`src/rtl/bakraid_sndcomm_68k.sv`:
```
// ---------------------------------------------------------------------------
// bakraid_sndcomm_68k
//
// Main-CPU (68000) side of the sound-board mailbox. A 4-word window lets the
// 68k write two command latches toward the Z80 and read back two reply
// latches plus a status byte. Each latch write fires a SND_CS pulse, which
// sets the sound-side WAIT flip-flop. A write to latch 2 also fires SND_NMI.
// Reads of the reply latches are held off (DTACK stretched) while the Z80
// still owes a reply. The Z80's SNDIRQ is edge-detected into a sticky 68k
// interrupt.
//
// Register map (CPU_ADDR):
//   write 0 : SOUNDLATCH  <= data, SND_CS pulse
//   write 1 : SOUNDLATCH2 <= data, SND_CS + SND_NMI pulse
//   write 2 : no effect
//   write 3 : clear pending interrupt (and the timeout flag, if built in)
//   read  0 : SOUNDLATCH3
//   read  1 : SOUNDLATCH4
//   read  2 : {5'b0, tmo, irq_pend, SND_WAIT}
//   read  3 : 8'hFF
//
// Ports:
//   CLK96        sole clock
//   RESET96      synchronous active-high reset
//   CPU_CS       decoded 68k strobe, held until DTACK seen
//   CPU_RNW      1 = read, 0 = write
//   CPU_ADDR     word offset in window
//   CPU_DIN      write data (low byte)
//   CPU_DOUT     read data, valid while CPU_DTACK_N = 0
//   CPU_DTACK_N  bus acknowledge, active low
//   CPU_IRQ      level interrupt to the 68k
//   SOUNDLATCH   latch 1 to the Z80
//   SOUNDLATCH2  latch 2 to the Z80
//   SND_CS       pulse, rising edge sets the sound-side WAIT
//   SND_NMI      pulse, rising edge interrupts the Z80
//   SOUNDLATCH3  Z80 reply latch 3
//   SOUNDLATCH4  Z80 reply latch 4
//   SND_WAIT     1 while the Z80 has not yet replied
//   SNDIRQ       Z80 interrupt request toward the 68k
//
// Parameters:
//   PULSE_LEN    width of SND_CS / SND_NMI in clocks (>= 2)
//   TIMEOUT_CYC  stall limit in clocks (timeout build only)
//
// Build option:
//   SNDCOMM_TIMEOUT_EN  when defined, a stalled access is forced through
//                       after TIMEOUT_CYC stall cycles and the sticky tmo
//                       status bit is set. When undefined, a stall lasts
//                       until the stall condition clears.
// ---------------------------------------------------------------------------
module bakraid_sndcomm_68k #(
    parameter int PULSE_LEN   = 4,
    parameter int TIMEOUT_CYC = 65535
) (
    input  logic       CLK96,
    input  logic       RESET96,
    input  logic       CPU_CS,
    input  logic       CPU_RNW,
    input  logic [1:0] CPU_ADDR,
    input  logic [7:0] CPU_DIN,
    output logic [7:0] CPU_DOUT,
    output logic       CPU_DTACK_N,
    output logic       CPU_IRQ,
    output logic [7:0] SOUNDLATCH,
    output logic [7:0] SOUNDLATCH2,
    output logic       SND_CS,
    output logic       SND_NMI,
    input  logic [7:0] SOUNDLATCH3,
    input  logic [7:0] SOUNDLATCH4,
    input  logic       SND_WAIT,
    input  logic       SNDIRQ
);

    localparam int             PCW        = $clog2(PULSE_LEN + 1);
    localparam logic [PCW-1:0] PULSE_LOAD = PCW'(PULSE_LEN);

    // Elaboration-time guard on parameter ranges.
    if (PULSE_LEN < 2 || TIMEOUT_CYC < 1) begin : g_bad_param
        $error("bakraid_sndcomm_68k: PULSE_LEN must be >= 2 and TIMEOUT_CYC >= 1");
    end

    typedef enum logic [1:0] {
        ST_IDLE,
        ST_DECODE,
        ST_STALL,
        ST_ACK
    } state_t;

    state_t         state_q, state_d;

    // Access captured while in DECODE, replayed from these while stalled.
    logic           cmd_rnw_q;
    logic [1:0]     cmd_addr_q;
    logic [7:0]     cmd_din_q;

    logic [PCW-1:0] pcnt_q, pcnt_d;
    logic           nmi_q, nmi_d;
    logic [7:0]     sl1_q, sl1_d;
    logic [7:0]     sl2_q, sl2_d;
    logic [7:0]     dout_q, dout_d;
    logic           dtack_n_q, dtack_n_d;
    logic           irq_pend_q, irq_pend_d;
    logic           sndirq_q;

    logic           cur_rnw;
    logic [1:0]     cur_addr;
    logic [7:0]     cur_din;
    logic           pulse_busy;
    logic           busy;
    logic           stall_cond;
    logic           force_acc;
    logic           in_access;
    logic           do_access;
    logic           wr_strobe;
    logic           rd_strobe;
    logic           sndirq_rise;
    logic           tmo_flag;

    // In DECODE the live bus is used; once stalled, the captured copy is
    // used so that later bus changes cannot alter the pending access.
    always_comb begin
        if (state_q == ST_DECODE) begin
            cur_rnw  = CPU_RNW;
            cur_addr = CPU_ADDR;
            cur_din  = CPU_DIN;
        end else begin
            cur_rnw  = cmd_rnw_q;
            cur_addr = cmd_addr_q;
            cur_din  = cmd_din_q;
        end
    end

    assign pulse_busy = (pcnt_q != '0);
    // SND_WAIT lags the SND_CS edge by a cycle or two; including the pulse
    // counter keeps a read right after a write from slipping into that gap.
    assign busy       = SND_WAIT | pulse_busy;

    // Latch writes wait for the previous pulse to finish so every write gets
    // its own distinct SND_CS edge; reply reads wait for the Z80.
    assign stall_cond = ~cur_addr[1] & (cur_rnw ? busy : pulse_busy);

    assign in_access  = (state_q == ST_DECODE) || (state_q == ST_STALL);
    assign do_access  = in_access & (~stall_cond | force_acc);
    assign wr_strobe  = do_access & ~cur_rnw;
    assign rd_strobe  = do_access &  cur_rnw;

    assign sndirq_rise = SNDIRQ & ~sndirq_q;

`ifdef SNDCOMM_TIMEOUT_EN
    localparam int TCW = (TIMEOUT_CYC > 1) ? $clog2(TIMEOUT_CYC) : 1;

    logic [TCW-1:0] stall_cnt_q, stall_cnt_d;
    logic           tmo_q, tmo_d;

    // stall_cnt_q holds the number of STALL cycles already spent, so the
    // TIMEOUT_CYC-th stall cycle is the one that forces the access.
    assign force_acc = (state_q == ST_STALL) &&
                       (stall_cnt_q == TCW'(TIMEOUT_CYC - 1));
    assign tmo_flag  = tmo_q;

    always_comb begin
        stall_cnt_d = '0;
        if (state_q == ST_STALL) begin
            stall_cnt_d = stall_cnt_q + TCW'(1);
        end
        tmo_d = tmo_q;
        if (wr_strobe && cur_addr == 2'd3) begin
            tmo_d = 1'b0;
        end
        if (force_acc && stall_cond) begin
            tmo_d = 1'b1;
        end
    end

    always_ff @(posedge CLK96) begin
        if (RESET96) begin
            stall_cnt_q <= '0;
            tmo_q       <= 1'b0;
        end else begin
            stall_cnt_q <= stall_cnt_d;
            tmo_q       <= tmo_d;
        end
    end
`else
    assign force_acc = 1'b0;
    assign tmo_flag  = 1'b0;
`endif

    // ------------------------------------------------------------------
    // Access sequencing
    // ------------------------------------------------------------------
    always_comb begin
        state_d   = state_q;
        dtack_n_d = 1'b1;
        case (state_q)
            ST_IDLE: begin
                if (CPU_CS) begin
                    state_d = ST_DECODE;
                end
            end
            ST_DECODE,
            ST_STALL: begin
                state_d = do_access ? ST_ACK : ST_STALL;
            end
            ST_ACK: begin
                // DTACK follows ACK by one clock so CPU_DOUT (registered on
                // the access cycle) is already stable when it asserts.
                if (CPU_CS) begin
                    dtack_n_d = 1'b0;
                end else begin
                    state_d = ST_IDLE;
                end
            end
            default: begin
                state_d = ST_IDLE;
            end
        endcase
    end

    // ------------------------------------------------------------------
    // Latches, pulse generator, read data and interrupt
    // ------------------------------------------------------------------
    always_comb begin
        sl1_d      = sl1_q;
        sl2_d      = sl2_q;
        dout_d     = dout_q;
        pcnt_d     = pcnt_q;
        nmi_d      = nmi_q;
        irq_pend_d = irq_pend_q;

        if (pulse_busy) begin
            pcnt_d = pcnt_q - PCW'(1);
        end

        if (wr_strobe) begin
            case (cur_addr)
                2'd0: begin
                    sl1_d  = cur_din;
                    pcnt_d = PULSE_LOAD;
                    nmi_d  = 1'b0;
                end
                2'd1: begin
                    sl2_d  = cur_din;
                    pcnt_d = PULSE_LOAD;
                    nmi_d  = 1'b1;
                end
                2'd3: begin
                    irq_pend_d = 1'b0;
                end
                default: begin
                end
            endcase
        end

        if (rd_strobe) begin
            case (cur_addr)
                2'd0:    dout_d = SOUNDLATCH3;
                2'd1:    dout_d = SOUNDLATCH4;
                2'd2:    dout_d = {5'b0, tmo_flag, irq_pend_q, SND_WAIT};
                default: dout_d = 8'hFF;
            endcase
        end

        // A new SNDIRQ edge beats a simultaneous clear.
        if (sndirq_rise) begin
            irq_pend_d = 1'b1;
        end
    end

    always_ff @(posedge CLK96) begin
        if (RESET96) begin
            state_q    <= ST_IDLE;
            cmd_rnw_q  <= 1'b0;
            cmd_addr_q <= 2'd0;
            cmd_din_q  <= 8'h00;
            pcnt_q     <= '0;
            nmi_q      <= 1'b0;
            sl1_q      <= 8'h00;
            sl2_q      <= 8'h00;
            dout_q     <= 8'hFF;
            dtack_n_q  <= 1'b1;
            irq_pend_q <= 1'b0;
            sndirq_q   <= 1'b0;
        end else begin
            state_q    <= state_d;
            if (state_q == ST_DECODE) begin
                cmd_rnw_q  <= CPU_RNW;
                cmd_addr_q <= CPU_ADDR;
                cmd_din_q  <= CPU_DIN;
            end
            pcnt_q     <= pcnt_d;
            nmi_q      <= nmi_d;
            sl1_q      <= sl1_d;
            sl2_q      <= sl2_d;
            dout_q     <= dout_d;
            dtack_n_q  <= dtack_n_d;
            irq_pend_q <= irq_pend_d;
            sndirq_q   <= SNDIRQ;
        end
    end

    assign CPU_DOUT    = dout_q;
    assign CPU_DTACK_N = dtack_n_q;
    assign CPU_IRQ     = irq_pend_q;
    assign SOUNDLATCH  = sl1_q;
    assign SOUNDLATCH2 = sl2_q;
    assign SND_CS      = pulse_busy;
    assign SND_NMI     = pulse_busy & nmi_q;

endmodule
```
`config.mk`:
```
export PLATFORM = sky130hd
export DESIGN_NAME = bakraid_sndcomm_68k
export DESIGN_NICKNAME = d
export VERILOG_FILES = /design/src/rtl/bakraid_sndcomm_68k.sv
export SDC_FILE = /design/constraint.sdc
export NUM_CORES = 1
export LEC_CHECK = 0
export BUFFER_PORTS_ARGS = -buffer_cell sky130_fd_sc_hd__buf_2
export CORE_ASPECT_RATIO = 1.75
export CORE_MARGIN = 4
export CORE_UTILIZATION = 54
export DETAILED_ROUTE_END_ITERATION = 10
export PLACE_DENSITY = 0.85
export SLEW_MARGIN = 10
export SYNTH_ARGS = -nofsm -noshare
export SYNTH_HDL_FRONTEND = slang
export SYNTH_SLANG_ARGS = --single-unit
```
`constraint.sdc`:
```
create_clock -name CLK96 -period 2.9 [get_ports CLK96]
set_clock_uncertainty 0.1 [all_clocks]
set_input_delay 0.58 -clock CLK96 [delete_from_list [all_inputs] [get_ports CLK96]]
set_output_delay 0.58 -clock CLK96 [all_outputs]
set_load 0.02 [all_outputs]
```
==> results.ini <==
[min_path]
hold_depth=2
holdPathEnd=CPU_DOUT[3]$_SDFFE_PP1P_
worstHoldStart=CPU_DOUT[3]$_SDFFE_PP1P_
hold_class=reg2reg

[logic_synthesis]
syn_area_mm2=0.00191
yosysWarnings=0
synth_seq_cells=44
postSynthAreaPerCell_um2=9.22
synthCells=207
synth_nets=244
synth_cell_types=33
synth_seq_area_share_pct=46.1

[power]
p_sw_share_pct=39.1
seqPwrFrac_pct=34.5
irDropWorstVdd_uv=710
internal_power_mw=1.38
power_frac_comb_pct=43.3
clkPwrFrac_pct=22.2
p_sw_mw=0.885
p_per_area_mw_per_mm2=955
cellLeakagePower_nw=1.00

[grt]
grt_pass1_vias=1646
grtUsageTotal_pct=21.7
grt_overflow=0
antenna_found_initial=0
grt_pass1_wl_mm=7.36
grt_max_degree=40

[final_layout]
fillers=282
syn2layout_area_growth_pct=24.0
layout.cells.non_filler=314
fin_util_pct=69.7
final_common_cell=buf_2
stdcell_area_mm2=0.00237
drive_above_1_share_pct=29.7
n_antenna_cell=0
layout.nets=305
layout_common_cells=buf_2 (59), dfxtp_1 (44), nor2_1 (18), a21oi_1 (18)

[clock_network]
cts_tree=done
insertion_delay_ns=0.30
cts.sinks=44
htreeDepth=2
cts_resized=0
cts_made_buffers=5
ctsRootBufferMaster=clkbuf_8
postCtsSetupBuffers=0
hold_buffers=0
path_clk_slew_ns=0.09
cts_buffer_depth=2

[place]
place_area_mm2=0.00225
dpl.hpwl_mm=3.40
port_buffers=59
dp.cells=306
finalWeightedCongestion=0.798

[floorplanning]
rows=28
die_x_um=53.0
die_h_um=86.7
initial_utilization_pct=56.2
die_area_mm2=0.00459
io_pins=60
coreArea_mm2=0.00340

[timing]
max_slew.worst_pin.slew_ns=0.613
relSlewSlack_pct=59.1
slew_violations=0
fin_crit_sh_pct=81.8
fmax_mhz=421
setup_tns_ns=0
min_period_ns=2.37
finalHoldViolations=0
rsz0062_at_grt=false
finalSetupViolCount=0
hold_ws_ns=0.364

[critical_path]
slowest_delay_ns=0.51
timing.rr.start=state_q[1]$_SDFFE_PP0P_
r2r_end=SOUNDLATCH[3]$_SDFFE_PP0P_
start_kind=register
cp_max_fo=10
critPathArrivalTime_ns=2.44
end_kind=register
cp_cell_sequence=inv_1 > ha_1 > buf_4 > mux2i_1 > nand4_1 > nor2_1 > o21ai_0
critPathKind=reg2reg
critPathSlowestCell=nor2_1
r2r_cells=7
cp_data_required_time_ns=2.97
rrSetupSlack_ns=0.53

[detailed_routing]
drt_pass1_iterations=4
routed_via_density=5.45
detail-route-antenna-nets=0
num_vias=1711
wire_per_inst_um=15.0
drt-total-wl_mm=4.71
drt_iter0_markers=45
drcViolationCount=0

[job]
maxCapViolations=0

[run_status]
status=completed

worst max-delay path: cells and delay by family (launching register included):
family	cells	cell delay (ns)
simple gates	2	0.69
fa+ha+maj	1	0.33
flops	1	0.33
compound gates	1	0.20
buf+inv	2	0.35
mux	1	0.24
worst max path at each step:
stage / depth (start not counted) / start / endpoint / slack, ns
floorplan: 5 / pcnt_q[0]$_SDFF_PP0_ / SND_NMI / 0.95
global placement: 7 / state_q[1]$_SDFFE_PP0P_ / SOUNDLATCH[4]$_SDFFE_PP0P_ / 0.68
detailed placement: 7 / state_q[1]$_SDFFE_PP0P_ / SOUNDLATCH[0]$_SDFFE_PP0P_ / 0.57
CTS: 7 / state_q[1]$_SDFFE_PP0P_ / SOUNDLATCH[5]$_SDFFE_PP0P_ / 0.53
global route: 7 / state_q[1]$_SDFFE_PP0P_ / SOUNDLATCH[1]$_SDFFE_PP0P_ / 0.33
finish: 7 / state_q[1]$_SDFFE_PP0P_ / SOUNDLATCH[3]$_SDFFE_PP0P_ / 0.53
power groups by stage:
| stage | registers, mW | clock network, mW | logic (mW) |
|---|---|---|---|
| after global placement | 0.788 | 0 | 0.950 |
| after CTS | 0.781 | 0.503 | 0.981 |
| after detailed placement | 0.793 | 0 | 0.970 |
| after global routing | 0.797 | 0.522 | 1.08 |
| after floorplan | 0.842 | 0 | 0.681 |
| final | 0.781 | 0.501 | 0.979 |
cell families (layout without fill, tap and decap cells):
| group | Yosys count | after routing | share of synthesized area (%) |
|---|---|---|---|
| AO/OA/AOI/OAI | 50 | 50 | 15.8 |
| XOR/XNOR | 1 | 1 | 0.459 |
| adder cells (fa/ha/maj) | 5 | 5 | 3.28 |
| buffers and inverters | 18 | 80 | 4.72 |
| flip-flops | 44 | 44 | 46.1 |
| multiplexers | 16 | 16 | 8.98 |
| AND/OR/NAND/NOR | 73 | 73 | 20.6 |
Yosys cell counts:
| master | number | area, um^2 |
|---|---|---|
| o41ai_1 | 1 | 8.76 |
| a2111oi_0 | 1 | 8.76 |
| mux2_4 | 2 | 30.0 |
| nor2b_1 | 2 | 12.5 |
| nor3b_1 | 1 | 7.51 |
| dfxtp_1 | 44 | 881 |
| xnor2_1 | 1 | 8.76 |
| nand2_1 | 4 | 15.0 |
| and2_1 | 1 | 6.26 |
| nand3_1 | 16 | 80.1 |
| buf_2 | 3 | 15.0 |
| ha_1 | 5 | 62.6 |
| mux2i_1 | 13 | 130 |
| buf_4 | 1 | 7.51 |
| o21ai_0 | 17 | 85.1 |
| mux2_2 | 1 | 11.3 |
| nor2_1 | 18 | 67.6 |
| nand3b_1 | 2 | 15.0 |
| o311ai_0 | 1 | 8.76 |
| and2b_1 | 1 | 7.51 |
| nand2b_1 | 17 | 106 |
| a311oi_1 | 2 | 17.5 |
| nand4_1 | 1 | 6.26 |
| inv_1 | 6 | 22.5 |
| a211o_1 | 2 | 17.5 |
| o31ai_1 | 7 | 52.6 |
| or3b_2 | 1 | 8.76 |
| a21oi_1 | 18 | 90.1 |
| nor4_4 | 1 | 21.3 |
| nor3_1 | 8 | 40.0 |
| clkbuf_1 | 6 | 22.5 |
| o211ai_2 | 1 | 12.5 |
| buf_6 | 2 | 22.5 |
stage by stage:
stage | total power, mW | setup WS (ns)
after floorplan | 1.52 | 0.947
after global placement | 1.74 | 0.682
after detailed placement | 1.76 | 0.569
after CTS | 2.27 | 0.528
after global routing | 2.40 | 0.329
final | 2.26 | 0.527
cell type report:
type,instances,area [um^2],share of cell area (%)
multi-input combinational,145,938,39.6
sequential,44,881,37.2
timing repair buffer,66,348,14.7
clock buffer,6,82.6,3.49
tap,45,56.3,2.38
clock inverter,2,38.8,1.64
inverter,6,22.5,0.951
flip-flops by register name, summed over array words and instances, names as in the netlist:
register and flops:
CPU_DTACK_N 1, state_q 2, pcnt_q 3, cmd_rnw_q 1, CPU_DOUT 8, CPU_IRQ 1
SOUNDLATCH 8, SOUNDLATCH2 8, cmd_addr_q 2, nmi_q 1, sndirq_q 1, cmd_din_q 8
routing by layer:
layer / GRT usage, % / wire, um / share of wire [%] / up-vias
li1: - / - / - / 851
met1: 23.5 / 1790 / 38 / 788
met2: 37.7 / 2430 / 52 / 58
met3: 4.82 / 304 / 6.5 / 14
met4: 11.9 / 173 / 3.7 / 0
met5: 0 / 0 / 0 / -
No activity file was read; power rests on OpenSTA's default activity.
